### config.mk
export PLATFORM = sky130hd
export DESIGN_NAME = cac_coder_ctrl
export DESIGN_NICKNAME = d
export VERILOG_FILES = /design/src/rtl/cac_coder_ctrl.sv
export SDC_FILE = /design/constraint.sdc
export NUM_CORES = 1
export LEC_CHECK = 0
export ABC_AREA = 1
export BUFFER_PORTS_ARGS = -buffer_cell sky130_fd_sc_hd__buf_4
export CORE_UTILIZATION = 55
export CTS_BUF_LIST = sky130_fd_sc_hd__clkbuf_4 sky130_fd_sc_hd__clkbuf_8 sky130_fd_sc_hd__clkbuf_16
export DETAILED_ROUTE_END_ITERATION = 10
export GPL_TIMING_DRIVEN = 0
export PLACE_DENSITY_LB_ADDON = 0.25
export SYNTH_ARGS = -nofsm -noshare
export SYNTH_HDL_FRONTEND = slang
export SYNTH_SLANG_ARGS = --single-unit
### constraint.sdc
create_clock -name clock -period 2.49 [get_ports clock]
set_clock_uncertainty 0.15 [all_clocks]
set_input_delay 0.498 -clock clock [delete_from_list [all_inputs] [get_ports clock]]
set_output_delay 0.498 -clock clock [all_outputs]
set_load 0.01 [all_outputs]
### src/rtl/cac_coder_ctrl.sv
// Sequencer/config controller for one FNS CAC coder: feeds words to the registered
// coder, collects its code words into an output FIFO and owns the TSV enable map.
module cac_coder_ctrl #(
  parameter int             DW       = 7,
  parameter int             CW       = 9,
  parameter int             DEPTH    = 4,
  parameter logic [CW-1:0]  RST_FLAG = '1
) (
  input  logic          clock,
  input  logic          rst_n,
  input  logic          cfg_wr,
  input  logic [CW-1:0] cfg_flag,
  output logic          cfg_busy,
  input  logic          in_valid,
  output logic          in_ready,
  input  logic [DW-1:0] in_data,
  output logic          out_valid,
  input  logic          out_ready,
  output logic [CW-1:0] out_code,
  output logic [DW-1:0] coder_datain,
  output logic [CW-1:0] coder_en_flag,
  input  logic [CW-1:0] coder_codeout,
  output logic [15:0]   word_cnt
);

  localparam int AW = (DEPTH > 1) ? $clog2(DEPTH) : 1;
  localparam int NW = $clog2(DEPTH + 1);

  typedef enum logic [1:0] {RUN, DRAIN, APPLY} state_t;

  state_t        state, state_nxt;
  logic          pend, pend_nxt;
  logic [CW-1:0] shadow, shadow_nxt, en_nxt;

  // vld_pipe[0]: word sits in coder_datain; vld_pipe[1]: coder_codeout holds its code
  logic [1:0]    vld_pipe;
  logic [CW-1:0] mem [DEPTH];
  logic [AW-1:0] wr_ptr, rd_ptr;
  logic [NW-1:0] cnt;
  logic [NW+1:0] occ;
  logic          accept, push, pop;

  function automatic logic [AW-1:0] ptr_inc(input logic [AW-1:0] p);
    return (p == AW'(DEPTH - 1)) ? '0 : p + 1'b1;
  endfunction

  // Credit counts every word from acceptance until it leaves the FIFO, so the
  // FIFO cannot overflow even with both pipeline stages full.
  assign occ       = (NW+2)'(vld_pipe[0]) + (NW+2)'(vld_pipe[1]) + (NW+2)'(cnt);
  assign in_ready  = rst_n && (state == RUN) && !pend && (occ < (NW+2)'(DEPTH));
  assign accept    = in_valid && in_ready;
  assign push      = vld_pipe[1];
  assign out_valid = (cnt != '0);
  assign out_code  = mem[rd_ptr];
  assign pop       = out_valid && out_ready;
  assign cfg_busy  = pend || (state != RUN);

  always_ff @(posedge clock or negedge rst_n) begin
    if (!rst_n) begin
      vld_pipe     <= '0;
      coder_datain <= '0;
      wr_ptr       <= '0;
      rd_ptr       <= '0;
      cnt          <= '0;
      word_cnt     <= '0;
      for (int i = 0; i < DEPTH; i++) mem[i] <= '0;
    end else begin
      vld_pipe <= {vld_pipe[0], accept};
      if (accept) coder_datain <= in_data;
      if (push) begin
        mem[wr_ptr] <= coder_codeout;
        wr_ptr      <= ptr_inc(wr_ptr);
      end
      if (pop) begin
        rd_ptr   <= ptr_inc(rd_ptr);
        word_cnt <= word_cnt + 16'd1;
      end
      case ({push, pop})
        2'b10:   cnt <= cnt + 1'b1;
        2'b01:   cnt <= cnt - 1'b1;
        default: cnt <= cnt;
      endcase
    end
  end

  always_ff @(posedge clock or negedge rst_n) begin
    if (!rst_n) begin
      state         <= RUN;
      pend          <= 1'b0;
      shadow        <= RST_FLAG;
      coder_en_flag <= RST_FLAG;
    end else begin
      state         <= state_nxt;
      pend          <= pend_nxt;
      shadow        <= shadow_nxt;
      coder_en_flag <= en_nxt;
    end
  end

  always_comb begin
    state_nxt  = state;
    pend_nxt   = pend;
    shadow_nxt = shadow;
    en_nxt     = coder_en_flag;
    if (cfg_wr) shadow_nxt = cfg_flag;
    case (state)
      RUN: begin
        if (cfg_wr) pend_nxt = 1'b1;
        if (pend) state_nxt = DRAIN;
      end
      DRAIN: begin
        // FIFO entries stay: they were already encoded under the old map.
        if (vld_pipe == 2'b00) state_nxt = APPLY;
      end
      APPLY: begin
        en_nxt    = shadow;
        pend_nxt  = cfg_wr;
        state_nxt = RUN;
      end
      default: state_nxt = RUN;
    endcase
  end

endmodule

# Word-level counts from Yosys, hierarchy flattened
# Index checks and enable logic that the tools add are counted.
# word_totals
regBits	89
input_bits	30
output_inout_bits	44
wordCells	66
# classes
addsub	7
n_lt_le_gt_ge	4
eq_ne	9
muxes	14
bitwise_logic	2
reduce_logical	16
# op_table
cell	n
$bwmux 36	1
$mux 9	3
$bmux 9 s2	1
$demux 9 s2	1
$add 16x1->16 const B	1
$eq 2x2->1 const B	4
$mux 2	4
$ge 3x3->1 const B	2
$logic_and 1x1->1	6
$ne 2x2->1 const B	3
$not 2->3	2
$pmux 3 s2	1
$reduce_bool 2->1	3
$add 2x1->2 const B	2
$add 2x3->4	1
$eq 2x1->1 const B	2
$logic_not 2->1	2
$lt 4x3->1 const B	1
$pmux 2 s2	1
$reduce_and 2->1	2
$add 3x1->3 const B	1
$lt 3x1->1 const B	1
$reduce_bool 3->1	1
$sub 3x1->3 const B	1
other kinds (5)	5

# Depth between registers and ports, before layout
# logic_depth
word_depth	6
ltp_mapped	8
depth_no_buf	8

# Worst setup path after synthesis
# No wires, ideal clock.
# synth_path
kind	input -> register
start	input out_ready
end	register cnt[2]
setup_time_ns	0.124
t_arrival_ns	1.706
required_time_ns	2.216
setup_slack_ns	0.510
cell_stages	8
path_buffers	0
cell_sequence	inv_1 -> a21oi_4 -> ha_1 -> inv_1 -> fa_1 -> a21oi_1 -> o21ai_0 -> xnor2_1
# synth_via
elab_chain_len	3
word_cells_on_any_way	5
classes_between	2 x eq/ne; 1 x mux; 2 x reduce/logical
# synth_rtl
item	line_no	rtl
start, declared	18	input logic out_ready,
$logic_and 1x1->1 *	55	assign pop = out_valid && out_ready;
$eq 2x1->1 / $eq 2x2->1 (equally long branches)	78	case ({push, pop})
$pmux 3 s2 / $reduce_bool 2->1 (equally long branches)	--	
end signal, assigned	79	2'b10: cnt <= cnt + 1'b1;
end signal, assigned	80	2'b01: cnt <= cnt - 1'b1;
end signal, assigned	81	default: cnt <= cnt;
end, declared	39	logic [NW-1:0] cnt;
# Mark *: on every way between the ends. The rest lies on a longest branch, timed or not.
# A chain may end at the register's enable or synchronous reset.

# Worst setup path in the final report
# layout_path
start	register rd_ptr[0]
end	output out_code[1]
# layout_via
elab_chain_len	4
# layout_rtl
item	line_no	rtl
start, declared	38	logic [AW-1:0] wr_ptr, rd_ptr;
start signal, assigned	75	rd_ptr <= ptr_inc(rd_ptr);
$not 2->3 (not written as such)	54	assign out_code = mem[rd_ptr];
$bmux 9 s2	54	
$mux 9 (not written as such) (2 in a row)	54	
end, declared	19	output logic [CW-1:0] out_code,
# Every way passes these cells. The select of a mux whose other input is x is not followed.

==> summary.txt <==
RUN STATUS
--------------------------------------------------------------------------------------------------
Run status .......................................................................... complete, no violations

POWER
--------------------------------------------------------------------------------------------------
Max IR drop VDD .....................................................................     0.669 mV
Clock share of power ................................................................        0.189
Sequential share of power ...........................................................        0.458
Cell internal power dissipation .....................................................      3.22 mW
Comb power frac .....................................................................        0.353
Overall Power .......................................................................      4.97 mW
Proportion of total power due to net switching ......................................        0.352
Total net switching power ...........................................................      1.75 mW
Standby leakage power ...............................................................      2.43 nW
Areal power density over the cells ..................................................  1040 nW/um2

FLOORPLANNING
--------------------------------------------------------------------------------------------------
Full die area .......................................................................     7450 um2
Boundary Pins .......................................................................           74
Std-Cell Core Area ..................................................................     6830 um2
Standard-cell rows ..................................................................           30
Die width ...........................................................................      86.3 um
Starting density of the core ........................................................        0.573
Height of the die ...................................................................      86.3 um

CRITICAL PATH
--------------------------------------------------------------------------------------------------
Data arrival time of the worst path .................................................      1.68 ns
Flop-to-flop setup slack ............................................................      0.39 ns
Top fanout value on the critical path ...............................................           10
Kind of critical path ............................................................... register to output port
Kind of capture point of the worst setup path .......................................  output port
Worst setup SP type .................................................................     register
Top cell family by delay on the critical path ....................................... buffers and inverters
Worst path max stage delay ..........................................................      0.39 ns
Cell breakdown of the critical path ................................................. clkbuf_2, buf_2, nor2_1, o22ai_1, buf_4
Library cell contributing the largest single delay on the critical path .............      dfrtp_1
Worst Path Buf+Inv ..................................................................            3
Worst path required time ............................................................      1.84 ns

ROUTE
--------------------------------------------------------------------------------------------------
Total vias in the final route .......................................................        3,126
Vias per std cell ...................................................................         5.08
Average wire per standard cell ......................................................      13.1 um
DRC errors left .....................................................................            0
Count of nets left with antenna violations after detail routing .....................            0
Wire length after detailed routing ..................................................      8060 um
Initial DRC count ...................................................................          189
First drt pass iteration count ......................................................            5

SYNTH
--------------------------------------------------------------------------------------------------
Number of flops mapped to enable cells by yosys .....................................            0
Part of the Yosys area used for sequential elements .................................        0.575
Total nets after synthesis ..........................................................          470
Post-synthesis cell type count ......................................................           29
Flops & latches, synth ..............................................................           89
Most frequently used flop master after synthesis ....................................      dfrtp_1
Post-synthesis instance total .......................................................          431
Avg Synthesized Cell Area ...........................................................     9.07 um2
Share of flip-flops with an asynchronous set or reset after synthesis ...............         1.00
Post-synthesis instance area ........................................................     3910 um2
Yosys Warn Count ....................................................................            0

STA
--------------------------------------------------------------------------------------------------
Slack of the critical path ..........................................................     0.166 ns
Tightest slew margin relative to the limit ..........................................        0.534
Setup-failing EPs final .............................................................            0
RSZ-0062 raised after global routing ................................................           no
Minimum hold slack ..................................................................    0.0430 ns
Fraction of the cycle the final worst path needs ....................................        0.933
Final Hold Fails ....................................................................            0
Shortest clock period the worst path allows after layout ............................      2.32 ns
Max Slew Vio Count ..................................................................            0
Least-Margin Pin Slew ...............................................................     0.699 ns
Maximum clock frequency .............................................................      430 MHz

FINAL LAYOUT
--------------------------------------------------------------------------------------------------
Fraction of final layout cells sized beyond drive strength 1 ........................        0.245
Footprint of the multi-input gates ..................................................     1450 um2
Top library cells by usage in the layout, fill and taps aside ....................... nand2_1, o21ai_0, dfrtp_1, buf_4, inv_1
Final cell count without fillers ....................................................          615
Final layout net count ..............................................................          553
Diodes inserted .....................................................................            0
Sequential Area .....................................................................     2250 um2
Synth-to-Final Area Change ..........................................................        22.0%
Fill cell instance count of the final layout ........................................          573
Most common cell after layout, fill and taps aside ..................................      nand2_1

CLOCK TREE
--------------------------------------------------------------------------------------------------
Clock network latency to the later pin of the worst-skew pair .......................      0.34 ns
TritonCTS clock tree ................................................................        built
Number of sinks handled by clock tree synthesis .....................................           89
Clock transition time at the flip-flop clock pins of the worst setup and hold paths .      0.09 ns
Maximum buffer depth of the clock tree ..............................................            2
CTS buffer count ....................................................................            9
Number of levels the H-tree was split into ..........................................            3
Cell at the root of the clock tree ..................................................     clkbuf_8

HOLD PATH
--------------------------------------------------------------------------------------------------
Worst min path class ................................................................ input port to async pin

PLACEMENT
--------------------------------------------------------------------------------------------------
Count of input and output buffers ...................................................           72
Placed Cells incl. Taps .............................................................          599
Setup slack after placement .........................................................    -0.177 ns
Post-detail-place hpwl ..............................................................      5510 um
GP Congestion .......................................................................        0.795

GLOBAL ROUTE
--------------------------------------------------------------------------------------------------
Initial antenna violation count .....................................................            0
Via count of the first global-routing pass ..........................................        3,017
Congestion Overflow GR ..............................................................            0
Global-route wire length before repair ..............................................    13,600 um
Overall global routing resource usage ...............................................        0.238
Pin count of the biggest net entering global routing ................................           91

RUN
--------------------------------------------------------------------------------------------------
Total of max-cap violations .........................................................            0

## Yosys cell counts, drive strengths merged (5+ instances only)
cell type,count,area share
clkbuf,9,0.0086
dfrtp,71,0.45
dfstp,18,0.12
ha,8,0.026
inv,42,0.040
nand2,122,0.12
nand3,7,0.010
nor2,37,0.042
o21ai,82,0.10
o22ai,9,0.014
xnor2,5,0.011
xor2,8,0.020
## area by class of cell
cell class | count | area share
timing repair buffer | 72 | 0.115
multi-input combinational | 288 | 0.304
inverter | 43 | 0.0341
clock inverter | 2 | 0.00236
sequential | 89 | 0.472
buffer | 11 | 0.0110
tap | 96 | 0.0252
clock buffer | 14 | 0.0375
## cells by family (layout without fill, tap and decap cells)
kind of cell / count (synthesis) / after routing / synth area share
simple gates: 172 / 172 / 0.183
compound gates: 94 / 94 / 0.126
flops: 89 / 89 / 0.575
buf+inv: 54 / 142 / 0.0544
xor+xnor: 13 / 13 / 0.0310
fa+ha+maj: 9 / 9 / 0.0307
## layer usage
| metal | vias up | routed length, um | GRT usage |
|---|---|---|---|
| li1 | 1547 | - | - |
| met1 | 1468 | 3630 | 0.329 |
| met2 | 97 | 3850 | 0.380 |
| met3 | 14 | 437 | 0.0333 |
| met4 | 0 | 139 | 0.0985 |
| met5 | - | 0 | 0 |
## worst paths after layout
| check | to | startpoint | depth (start not counted) |
|---|---|---|---|
| min in group clock | coder_datain[5]$_DFFE_PN0P_ | in_data[5] | 3 |
| hold reg to reg | vld_pipe[1]$_DFF_PN0_ | vld_pipe[0]$_DFF_PN0_ | 0 |
| max in group asynchronous | wr_ptr[1]$_DFFE_PN0P_ | rst_n | 1 |
| hold / removal | mem[30]$_DFFE_PN0P_ | rst_n | 1 |
| setup reg to reg | cnt[2]$_DFFE_PN0P_ | cnt[1]$_DFFE_PN0P_ | 8 |
| setup / recovery | out_code[1] | rd_ptr[0]$_DFFE_PN0N_ | 5 |
## through the flow
step	utilization	setup TNS, ns	cell area (um2)
6_report	0.698	0	4770
5_1_grt	0.698	0	4770
4_1_cts	0.698	0	4770
3_5_place_dp	0.669	-0.207	4570
3_3_place_gp	0.669	-0.154	4570
2_1_floorplan	-	0	3910
## state kept, by name (all words and copies together) (netlist names)
signal / flops
cnt: 3
coder_datain: 7
coder_en_flag: 9
mem: 36
pend: 1
rd_ptr: 2
shadow: 9
state: 2
vld_pipe: 2
word_cnt: 16
wr_ptr: 2
## power by group through the flow
stage	combinational [mW]	sequential [mW]	clock, mW
finish	1.75	2.27	0.940
CTS	1.77	2.28	0.963
global route	1.98	2.33	1.03
global placement	1.70	2.28	0
floorplan	0.963	2.31	0
detailed placement	1.77	2.29	0
## timing repair
item / in CTS / in global routing
cloned: 0 / 0
hold buffers: 0 / 0
endpoints found under the setup margin: 1 / 10
pin swaps: 0 / 0
resized for setup: 1 / 5
setup buffers: 0 / 0
Power figures use the tool's default switching activity.
